===== src/rtl/arith_pkg.sv =====
// Shared arithmetic definitions: FSM state encoding and counter width helper.
package arith_pkg;

  typedef enum logic [1:0] {
    IDLE  = 2'd0,
    SHIFT = 2'd1,
    DONE  = 2'd2
  } state_e;

  function automatic int unsigned cnt_w(input int unsigned n);
    return (n < 2) ? 1 : $clog2(n);
  endfunction

endpackage


===== src/rtl/full_subtractor.sv =====
// One-bit full subtractor: d = a - b - bin, with borrow-out.
module full_subtractor (
  input  logic a,
  input  logic b,
  input  logic bin,
  output logic d,
  output logic bout
);

  assign d    = a ^ b ^ bin;
  assign bout = (~a & b) | (~(a ^ b) & bin);

endmodule


===== src/rtl/serial_subtractor.sv =====
// Bit-serial N-bit subtractor (a - b - bin), LSB first, with valid/ready handshakes.
module serial_subtractor
  import arith_pkg::*;
#(
  parameter int unsigned N = 8
) (
  input  logic         clk,
  input  logic         rst,
  input  logic         in_valid,
  output logic         in_ready,
  input  logic [N-1:0] a,
  input  logic [N-1:0] b,
  input  logic         bin,
  output logic         out_valid,
  input  logic         out_ready,
  output logic [N-1:0] diff,
  output logic         bout,
  output logic         ovf,
  output logic         zero
);

  localparam int unsigned   CW       = cnt_w(N);
  localparam logic [CW-1:0] CNT_PEN  = CW'(N - 2);
  localparam logic [CW-1:0] CNT_LAST = CW'(N - 1);

  state_e        state_q, state_d;
  logic [CW-1:0] cnt_q, cnt_d;
  logic          brw_q, brw_d;
  logic          msb_bin_q, msb_bin_d;
  logic [N-1:0]  sa_q, sa_d;
  logic [N-1:0]  sb_q, sb_d;
  logic [N-1:0]  res_q, res_d;
  logic [N-1:0]  diff_q, diff_d;
  logic          bout_q, bout_d;
  logic          ovf_q, ovf_d;
  logic          zero_q, zero_d;

  logic          bit_d;
  logic          bit_bout;

  full_subtractor u_fs (
    .a    (sa_q[0]),
    .b    (sb_q[0]),
    .bin  (brw_q),
    .d    (bit_d),
    .bout (bit_bout)
  );

  always_comb begin
    state_d   = state_q;
    cnt_d     = cnt_q;
    brw_d     = brw_q;
    msb_bin_d = msb_bin_q;
    sa_d      = sa_q;
    sb_d      = sb_q;
    res_d     = res_q;
    diff_d    = diff_q;
    bout_d    = bout_q;
    ovf_d     = ovf_q;
    zero_d    = zero_q;

    unique case (state_q)
      IDLE: begin
        if (in_valid) begin
          sa_d    = a;
          sb_d    = b;
          brw_d   = bin;
          cnt_d   = '0;
          state_d = SHIFT;
        end
      end
      SHIFT: begin
        sa_d  = sa_q >> 1;
        sb_d  = sb_q >> 1;
        res_d = {bit_d, res_q[N-1:1]};
        brw_d = bit_bout;
        cnt_d = cnt_q + CW'(1);
        // Borrow leaving bit N-2 is the borrow into the MSB, needed for ovf.
        if (cnt_q == CNT_PEN) begin
          msb_bin_d = bit_bout;
        end
        if (cnt_q == CNT_LAST) begin
          diff_d  = res_d;
          bout_d  = bit_bout;
          ovf_d   = msb_bin_q ^ bit_bout;
          zero_d  = (res_d == '0);
          cnt_d   = '0;
          state_d = DONE;
        end
      end
      DONE: begin
        if (out_ready) begin
          state_d = IDLE;
        end
      end
      default: state_d = IDLE;
    endcase
  end

  always_ff @(posedge clk or posedge rst) begin
    if (rst) begin
      state_q   <= IDLE;
      cnt_q     <= '0;
      brw_q     <= 1'b0;
      msb_bin_q <= 1'b0;
      sa_q      <= '0;
      sb_q      <= '0;
      res_q     <= '0;
      diff_q    <= '0;
      bout_q    <= 1'b0;
      ovf_q     <= 1'b0;
      zero_q    <= 1'b0;
    end else begin
      state_q   <= state_d;
      cnt_q     <= cnt_d;
      brw_q     <= brw_d;
      msb_bin_q <= msb_bin_d;
      sa_q      <= sa_d;
      sb_q      <= sb_d;
      res_q     <= res_d;
      diff_q    <= diff_d;
      bout_q    <= bout_d;
      ovf_q     <= ovf_d;
      zero_q    <= zero_d;
    end
  end

  assign in_ready  = (state_q == IDLE) && !rst;
  assign out_valid = (state_q == DONE);
  assign diff      = diff_q;
  assign bout      = bout_q;
  assign ovf       = ovf_q;
  assign zero      = zero_q;

endmodule


===== config.mk =====
export PLATFORM = sky130hd
export DESIGN_NAME = serial_subtractor
export DESIGN_NICKNAME = d
export VERILOG_FILES = /design/src/rtl/arith_pkg.sv /design/src/rtl/full_subtractor.sv /design/src/rtl/serial_subtractor.sv
export SDC_FILE = /design/constraint.sdc
export NUM_CORES = 1
export LEC_CHECK = 0
export ABC_AREA = 1
export BUFFER_PORTS_ARGS = -buffer_cell sky130_fd_sc_hd__buf_2
export CORE_UTILIZATION = 50
export DETAILED_ROUTE_END_ITERATION = 8
export PLACE_DENSITY = 0.7
export SETUP_SLACK_MARGIN = 0.5
export SLEW_MARGIN = 20
export SYNTH_ARGS = -nofsm -noshare
export SYNTH_HDL_FRONTEND = slang
export SYNTH_SLANG_ARGS = --single-unit

===== constraint.sdc =====
create_clock -name clk -period 3.6 [get_ports clk]
set_input_delay 0.72 -clock clk [delete_from_list [all_inputs] [get_ports clk]]
set_output_delay 0.72 -clock clk [all_outputs]
set_load 0.005 [all_outputs]

# ---- After elaboration in Yosys (flattened, before gate mapping)
# Index checks and enable logic that the tools add are counted.
dict set report word_totals {
  reg_bits 42
  word_cells 49
  in_bits 21
  out_inout_bits 13
}
dict set report op_classes {
  add_sub_neg 1
  n_eq_ne 7
  reduce_logical 9
  mux 13
  bitwise 8
}
# cell count
set ops {}
lappend ops {{case mux 8 bit (2 select lines)} 2}
lappend ops {{2-to-1 mux 8 bit} 2}
lappend ops {{logical NOT 8 bit} 1}
lappend ops {{== test 3 bit (second input constant)} 2}
lappend ops {{2-to-1 mux 2 bit} 3}
lappend ops {{2-to-1 mux 3 bit} 2}
lappend ops {{case mux 2 bit (3 select lines)} 1}
lappend ops {{case mux 3 bit (2 select lines)} 1}
lappend ops {{AND reduction 2 bit} 3}
lappend ops {{inequality test 2 bit (second input constant)} 2}
lappend ops {{adder 3 x 1 -> 3 bit (second input constant)} 1}
lappend ops {{AND reduction 3 bit} 1}
lappend ops {{XOR 1 bit} 3}
lappend ops {{bitwise AND 1 bit} 2}
lappend ops {{== test 2 x 1 -> 1 bit (second input constant)} 1}
lappend ops {{== test 2 bit (second input constant)} 1}
lappend ops {{logical NOT 2 bit} 1}
lappend ops {{inequality test 2 x 1 -> 1 bit (second input constant)} 1}
lappend ops {{NOT 1 bit} 2}
lappend ops {{case mux 1 bit (2 select lines)} 1}
lappend ops {{nonzero test 2 bit} 1}
lappend ops {{logical AND 1 bit} 1}
lappend ops {{logical NOT 1 bit} 1}
lappend ops {{2-to-1 mux 1 bit} 1}
lappend ops {{bitwise OR 1 bit} 1}

# ---- Logic depth before layout (Yosys ltp)
# Gate-level depths: netlist (run 1).
dict set report logic_depth {
  ltp_word 5
  mapped_depth 7
  mapped_depth_nobuf 7
}

# ---- Modules after synthesis
# A second synthesis (run 1) with hierarchy kept.
dict set report unflattened {
  hier_cells 233
  hier_area_um2 1964.4
}
# module seq_area_each_um2 instances cells_per_inst area_each_um2
set by_module_without_submodules {}
lappend by_module_without_submodules {serial_subtractor 1026.0 1 229 1933.1}
lappend by_module_without_submodules {full_subtractor 0.0 1 4 31.3}

# ---- Worst setup path before layout (run 1)
# Ideal clock, no wire load.
dict set report synth_timing {
  path_type {input port to output port}
  startpoint {in rst}
  endpoint {out in_ready}
  t_arrival_ns 0.880
  slack_ns 2.000
  path_buffers 0
  cell_stages 1
  t_required_ns 2.880
  path_cell_list {nor3_1}
}
dict set report synth_via {
  elab_chain_cells 2
}
# item line
set synth_rtl {}
lappend synth_rtl {{start: declaration} serial_subtractor.sv:8} ;# input logic rst,
lappend synth_rtl {{logical NOT 1 bit} serial_subtractor.sv:128} ;# assign in_ready = (state_q == IDLE) && !rst;
lappend synth_rtl {{logical AND 1 bit} serial_subtractor.sv:128}
lappend synth_rtl {{end: declaration} serial_subtractor.sv:10} ;# output logic in_ready,
# No other way between the ends.

# ---- Worst setup path after layout (run 1)
dict set report layout_timing {
  startpoint {reg state_q[0]}
  endpoint {out in_ready}
}
dict set report layout_via {
  elab_chain_cells 2
}
# item line
set layout_rtl {}
lappend layout_rtl {{start: declaration} serial_subtractor.sv:26} ;# state_e state_q, state_d;
lappend layout_rtl {{start signal: assignment} serial_subtractor.sv:114} ;# state_q <= state_d;
lappend layout_rtl {{logical NOT 2 bit} serial_subtractor.sv:128}
lappend layout_rtl {{logical AND 1 bit} serial_subtractor.sv:128}
# No other way between the ends.

==> summary.txt, run 1 <==
Post-Route WL -> 3.364 mm
# resized after CTS -> 0
yosys warns -> 0
Port Buffers -> 33
Final setup violation count -> 0
asr flop ratio synth -> 1.000
post-synthesis cell area -> 1988 µm²
Placer Congestion -> 0.7332
num ports -> 34
Bufs and invs on worst path -> 1
via count -> 1,499
Longest Clk Path Bufs -> 2
vias in the first global route -> 1,304
most instantiated cells after synthesis -> nand2_1, dfrtp_1, nor2_1, inv_1, o21ai_1
CTS Buf Count -> 5
Post-Syn Instances -> 245
number of antenna violations at the first check in global routing -> 0
first-pass GRT wire length -> 5.713 mm
Final Skew -> 0.006616 ns
Synth cell types -> 20
combinational fraction of design power -> 0.417
Clock Pin Slew Worst Setup and Hold Paths -> 0.08 ns
number of synthesized register bits -> 41
Die Ht -> 65.06 µm
r2r startpoint -> state_q[0]
Startpoint Class -> flip-flop
final hold vios -> 0
Synth area leader -> dfrtp_1
hold_sp -> diff[0]
die span in x -> 65.06 µm
Avg Inst Size Synth -> 8.115 µm²
Cell Chain, Critical Path -> nor3_1 > buf_2
Int Pwr -> 0.001117 W
CP peak stage delay -> 0.51 ns
sequential share of power -> 0.430
CP max FO -> 9
delay-heaviest family, CP -> flip-flops
critical path endpoint category -> output pin
GRT Total Usage -> 0.1839
CP max stage cell -> dfrtp_1
Synthesized Nets -> 270
TritonCTS clock tree -> yes
1st-iter DRT viols -> 112
Die ar. -> 4233 µm²
Clock power frac -> 0.152
clock sinks -> 41
RSZ-0062 raised after global routing -> false
Final Util -> 0.5979
worst-margin pin slew -> 0.6878 ns
EDFF count, synth -> 0
max-slew violation count -> 0
Area Overhead vs Synth -> 12.59%
Seq/Total Area, Yosys -> 0.5160
leakage -> 1.238 nW
data required time of the worst path -> 2.88 ns
CP arrival -> 1.15 ns
n_diodes -> 0
remaining antenna violation count -> 0
CTS H-Tree Depth -> 2
Starting Density -> 0.5311
Setup crit start -> state_q[0]
grt ovf -> 0
num rows -> 22
Post-CTS Repair Setup Buffers -> 0
pwr/cell area -> 839.1 nW/µm²
DRC viols -> 0
Main synth FF type -> dfrtp_1
Max-Cap Viols -> 0
Peak Freq -> 0.5355 GHz
core box area -> 3744 µm²
post-layout min period -> 1.868 ns
status -> finished, final reports clean
Yosys top cell area share -> 0.5160
cts hold-fix bufs -> 0
sw frac -> 0.4051
Skew-Pair Late Insertion Delay -> 0.29 ns
share of cells above drive strength 1 -> 0.2274
nets@finish -> 301
routed vias/inst -> 4.612
drt first pass iters -> 4
CTS root buf -> clkbuf_8
normalized max-slew margin -> 0.5397
Worst VDD drop -> 0.4546 mV
period utilization -> 0.5188
WS Path Type -> flip-flop to output pin
net switching power -> 0.0007609 W
setup tns final -> 0 ns
HP Class -> flip-flop to flip-flop
cell with the most instances after synthesis -> nand2_1
largest cells by area after synthesis -> dfrtp_1, nand2_1, nor2_1
HPWL after DPL -> 2.218 mm
Avg WL per Cell -> 10.35 µm
largest net degree at the start of global routing -> 42
## flip-flops by register name, summed over array words and instances (netlist names), 2 cells and up
| register | cells |
|---|---|
| sa_q | 8 |
| sb_q | 8 |
| diff | 8 |
| res_q | 7 |
| state_q | 2 |
| cnt_q | 3 |
## cell families (layout without fill, tap and decap cells)
logic type	count (synthesis)	after routing	share of synthesized area
AND/OR/NAND/NOR	133	133	0.2744
flip-flops	41	41	0.5160
buffers and inverters	41	73	0.09503
AO/OA/AOI/OAI	25	25	0.08119
adder cells (fa/ha/maj)	4	4	0.02895
XOR/XNOR	1	1	0.004406
## worst register-to-register path, cell delays in order, from the launching register on
cell and delay (ns):
dfrtp_1 0.51, nand2_2 0.52, nand2_2 0.24, nand3_1 0.12
o21ai_1 0.08
## final cells by class
cell class | count | area (µm²)
Clock buffer | 6 | 72.57
Multi-Input combinational cell | 163 | 780.7
Fill cell | 357 | 1505
Inverter | 31 | 116.4
Clock inverter | 2 | 10.01
Sequential cell | 41 | 1026
Timing Repair Buffer | 34 | 172.7
Tap cell | 48 | 60.06
## power groups by stage
stage | Sequential [W] | Combinational, W | Clock (W)
6_report | 0.000808 | 0.000784 | 0.000286
5_1_grt | 0.000839 | 0.000918 | 0.000320
4_1_cts | 0.000809 | 0.000801 | 0.000298
3_5_place_dp | 0.000816 | 0.000799 | 0
3_3_place_gp | 0.000811 | 0.000775 | 0
2_1_floorplan | 0.000790 | 0.000663 | 0
## through the flow
stage / setup WS (ns) / total power (W) / hold slack (ns) / cell area, µm² / instances
6_report: 1.732 / 0.001878 / 0.4824 / 2238 / 325
5_1_grt: 1.621 / 0.002077 / 0.5010 / 2238 / 325
4_1_cts: 1.734 / 0.001908 / 0.4863 / 2231 / 325
3_5_place_dp: 1.584 / 0.001614 / 0.4663 / 2148 / 317
3_3_place_gp: 1.594 / 0.001586 / 0.4588 / 2148 / 317
2_1_floorplan: 1.934 / 0.001453 / 0.4488 / 1988 / 245
## cells in the final DEF, fill, tap and decap left out
cell      netlist  routed
nand3_1         6       6
fa_1            1       1
dfrtp_1        41      41
clkbuf_1        0       1
nand2_2         9       9
o21ai_1        14      14
a21oi_1         1       1
xor2_1          1       1
nor3_1          1       1
nor2_1         31      31
o31ai_1         1       1
buf_2           4      33
inv_2           2       2
nand2_4         1       1
nor2_4          1       1
o21ai_2         9       8
buf_4           4       1
clkbuf_8        0       5
inv_1          29      29
nand2_1        84      84
clkinv_2        0       2
ha_1            3       3
o21ai_4         0       1
## per-layer routing
metal / track usage / share of wire
met1: 0.2551 / 0.51
met2: 0.2578 / 0.43
met3: 0.04225 / 0.037
met4: 0.1141 / 0.025
met5: 0 / 0
## final timing paths
path | slack (ns) | depth (start not counted) | endpoint
setup / recovery | 1.73 | 2 | in_ready
hold / removal | 0.48 | 2 | diff[0]
setup reg to reg | 2.02 | 4 | sb_q[7]
hold reg to reg | 0.48 | 2 | diff[0]
max in group asynchronous | 2.68 | 3 | sb_q[7]
min in group asynchronous | 0.55 | 3 | cnt_q[1]
Power figures use the tool's default switching activity.
==> inputs of run 2 (changes only) <==
Clock period 3.6 ns to 1.9 ns, I/O delays scaled along.
==> run 2 against run 1 <==
  * Register-to-register slack worse by 1.5 ns
  * Clock skew shrank 0.0029 ns
  * Power increased by 99%
  * Sequential power increased by 92%
  * Critical path type unchanged
  * First-iteration DRC count fell by 29%
  * Sequential cell count is the same
  * Clock power rose by 98%
  * Highest routed layer unchanged
  * Via count grew 2.6%
==> summary.txt, run 2 (synthesized netlist as in run 1, its figures left out) <==
nets@finish -> 308 (+2.3%)
RR Endpoint -> bout
Setup crit start -> state_q[0]
status -> finished, final reports clean
largest net degree at the start of global routing -> 42 (unchanged)
final hold vios -> 0 (unchanged)
post-layout min period -> 1.383 ns
final worst setup slack -> 0.5172 ns (-1.215 ns)
Fillers -> 357 (unchanged)
CTS Buf Count -> 5 (unchanged)
highest routed layer -> met4
routed vias/inst -> 4.647 (+0.74%)
cts hold-fix bufs -> 0 (unchanged)
Longest Clk Path Bufs -> 2 (unchanged)
worst-margin pin slew -> 0.5200 ns (-0.1678 ns)
vias in the first global route -> 1,363 (+4.5%)
leakage -> 1.269 nW (+2.5%)
Skew-Pair Late Insertion Delay -> 0.29 ns (about the same)
Area Overhead vs Synth -> 16.99%
Peak Freq -> 0.7232 GHz
WS Path Type -> flip-flop to output pin
CP max FO -> 7 (-2)
num rows -> 22 (unchanged)
Clock Pin Slew Worst Setup and Hold Paths -> 0.07 ns (about the same)
num ports -> 34 (unchanged)
Final Skew -> 0.003765 ns (-0.002851 ns)
via count -> 1,538 (+2.6%)
HP Class -> input port to asynchronous set/reset pin
normalized max-slew margin -> 0.6533 (+0.1136)
most frequent cells in the layout -> nand2_1, dfrtp_1, buf_2, nor2_1, inv_1
Port Buffers -> 33 (unchanged)
Post-Route WL -> 3.727 mm (+11%)
met1 WL -> 1.854 mm (+7.7%)
data required time of the worst path -> 1.52 ns (-1.36 ns)
max-slew violation count -> 0 (unchanged)
period utilization -> 0.7278
met3 WL -> 152 µm (+24%)
core box area -> 3744 µm² (unchanged)
r2r startpoint -> state_q[0]
CTS root buf -> clkbuf_8
die span in x -> 65.06 µm (unchanged)
Die Ht -> 65.06 µm (unchanged)
number of antenna violations at the first check in global routing -> 0 (unchanged)
first-pass GRT wire length -> 5.837 mm (+2.2%)
total power draw -> 0.003736 W (+99%)
share of cells above drive strength 1 -> 0.2686 (+0.04111)
critical path endpoint category -> output pin
end of the critical path -> in_ready
grt ovf -> 0 (unchanged)
most common cell after layout, fill and taps aside -> nand2_1
metal2 WL -> 1.662 mm (+16%)
GRT Total Usage -> 0.1875 (+0.003603)
drt first pass iters -> 4 (unchanged)
TritonCTS clock tree -> yes
Starting Density -> 0.5311 (unchanged)
CTS H-Tree Depth -> 2 (unchanged)
DP Worst Slack -> 0.4635 ns (-1.120 ns)
HPWL after DPL -> 2.278 mm (+2.7%)
DRC viols -> 0 (unchanged)
Die ar. -> 4233 µm² (unchanged)
pwr/cell area -> 1606 nW/µm² (+91%)
RSZ-0062 raised after global routing -> true
R2R setup slack -> 0.54 ns (-1.48 ns)
Avg WL per Cell -> 11.26 µm (+8.8%)
Startpoint Class -> flip-flop
Max-Cap Viols -> 0 (unchanged)
Placer Congestion -> 0.7587 (+3.5%)
worst reg2reg path depth -> 5 (+1)
remaining antenna violation count -> 0 (unchanged)
CP arrival -> 1.00 ns (-0.15 ns)
n_diodes -> 0 (unchanged)
setup tns final -> 0 ns (unchanged)
Worst VDD drop -> 0.9116 mV (+100%)
Final setup violation count -> 0 (unchanged)
1st-iter DRT viols -> 79 (-29%)
clock sinks -> 41 (unchanged)
-- run 2: cell types whose count changed in the layout (fill, tap and decap cells not counted), moves of 2 or more --
cell,delta
nor2_2,+2
buf_4,+5
clkinv_2,-2
nor2_1,-2
dfrtp_2,+2
dfrtp_1,-2
-- run 2: repair_timing --
item | CTS | global route
setup buffers | 2 | 2
cloned | 0 | 1
pin swaps | 1 | 6
endpoints found under the setup margin | 19 | 20
resized for setup | 4 | 7
-- run 2: worst min-delay path by stage --
stage | end | startpoint | depth (start not counted)
after CTS | sb_q[5] | rst | 3
after detailed placement | sa_q[3] | sa_q[3] | 2
final | cnt_q[0] | rst | 3
after global placement | diff[0] | diff[0] | 2
after global routing | state_q[1] | out_ready | 2
after floorplan | sb_q[0] | sb_q[0] | 2
-- run 2: worst max-delay path: stages, from the launching register on --
cell and delay (ns):
dfrtp_2 0.48, nor3_2 0.11, buf_2 0.12
-- run 2: per-layer routing --
layer  vias to the layer above  GRT usage
met5                         -          0
met2                        32     0.2891
met3                         4    0.05282
met1                       691     0.2354
met4                         0     0.1060
li1                        811          -
-- run 2: cell type report --
cell class	count	area, µm²	share of cell area
Clock buffer	7	86.33	0.03712
Inverter	31	118.9	0.05110
Multi-Input combinational cell	164	810.8	0.3486
Sequential cell	41	1028	0.4422
Tap cell	48	60.06	0.02582
Timing Repair Buffer	40	221.5	0.09521
-- run 2: power breakdown --
group	internal, W	leakage (nW)	switching, W
Clock	0.000288	0.0443	0.000278
Sequential	0.00128	0.510	0.000266
Combinational	0.000651	0.715	0.000974
-- run 2: stage by stage --
step / std cells / instance area [µm²] / hold slack (ns) / utilization
4_1_cts: 328 / 2281 / 0.2298 / 0.6093
3_5_place_dp: 319 / 2163 / 0.4656 / 0.5779
5_1_grt: 331 / 2326 / 0.2605 / 0.6213
3_3_place_gp: 319 / 2163 / 0.4596 / 0.5779
6_report: 331 / 2326 / 0.2186 / 0.6213
2_1_floorplan: 245 / 1988 / 0.4488 / -
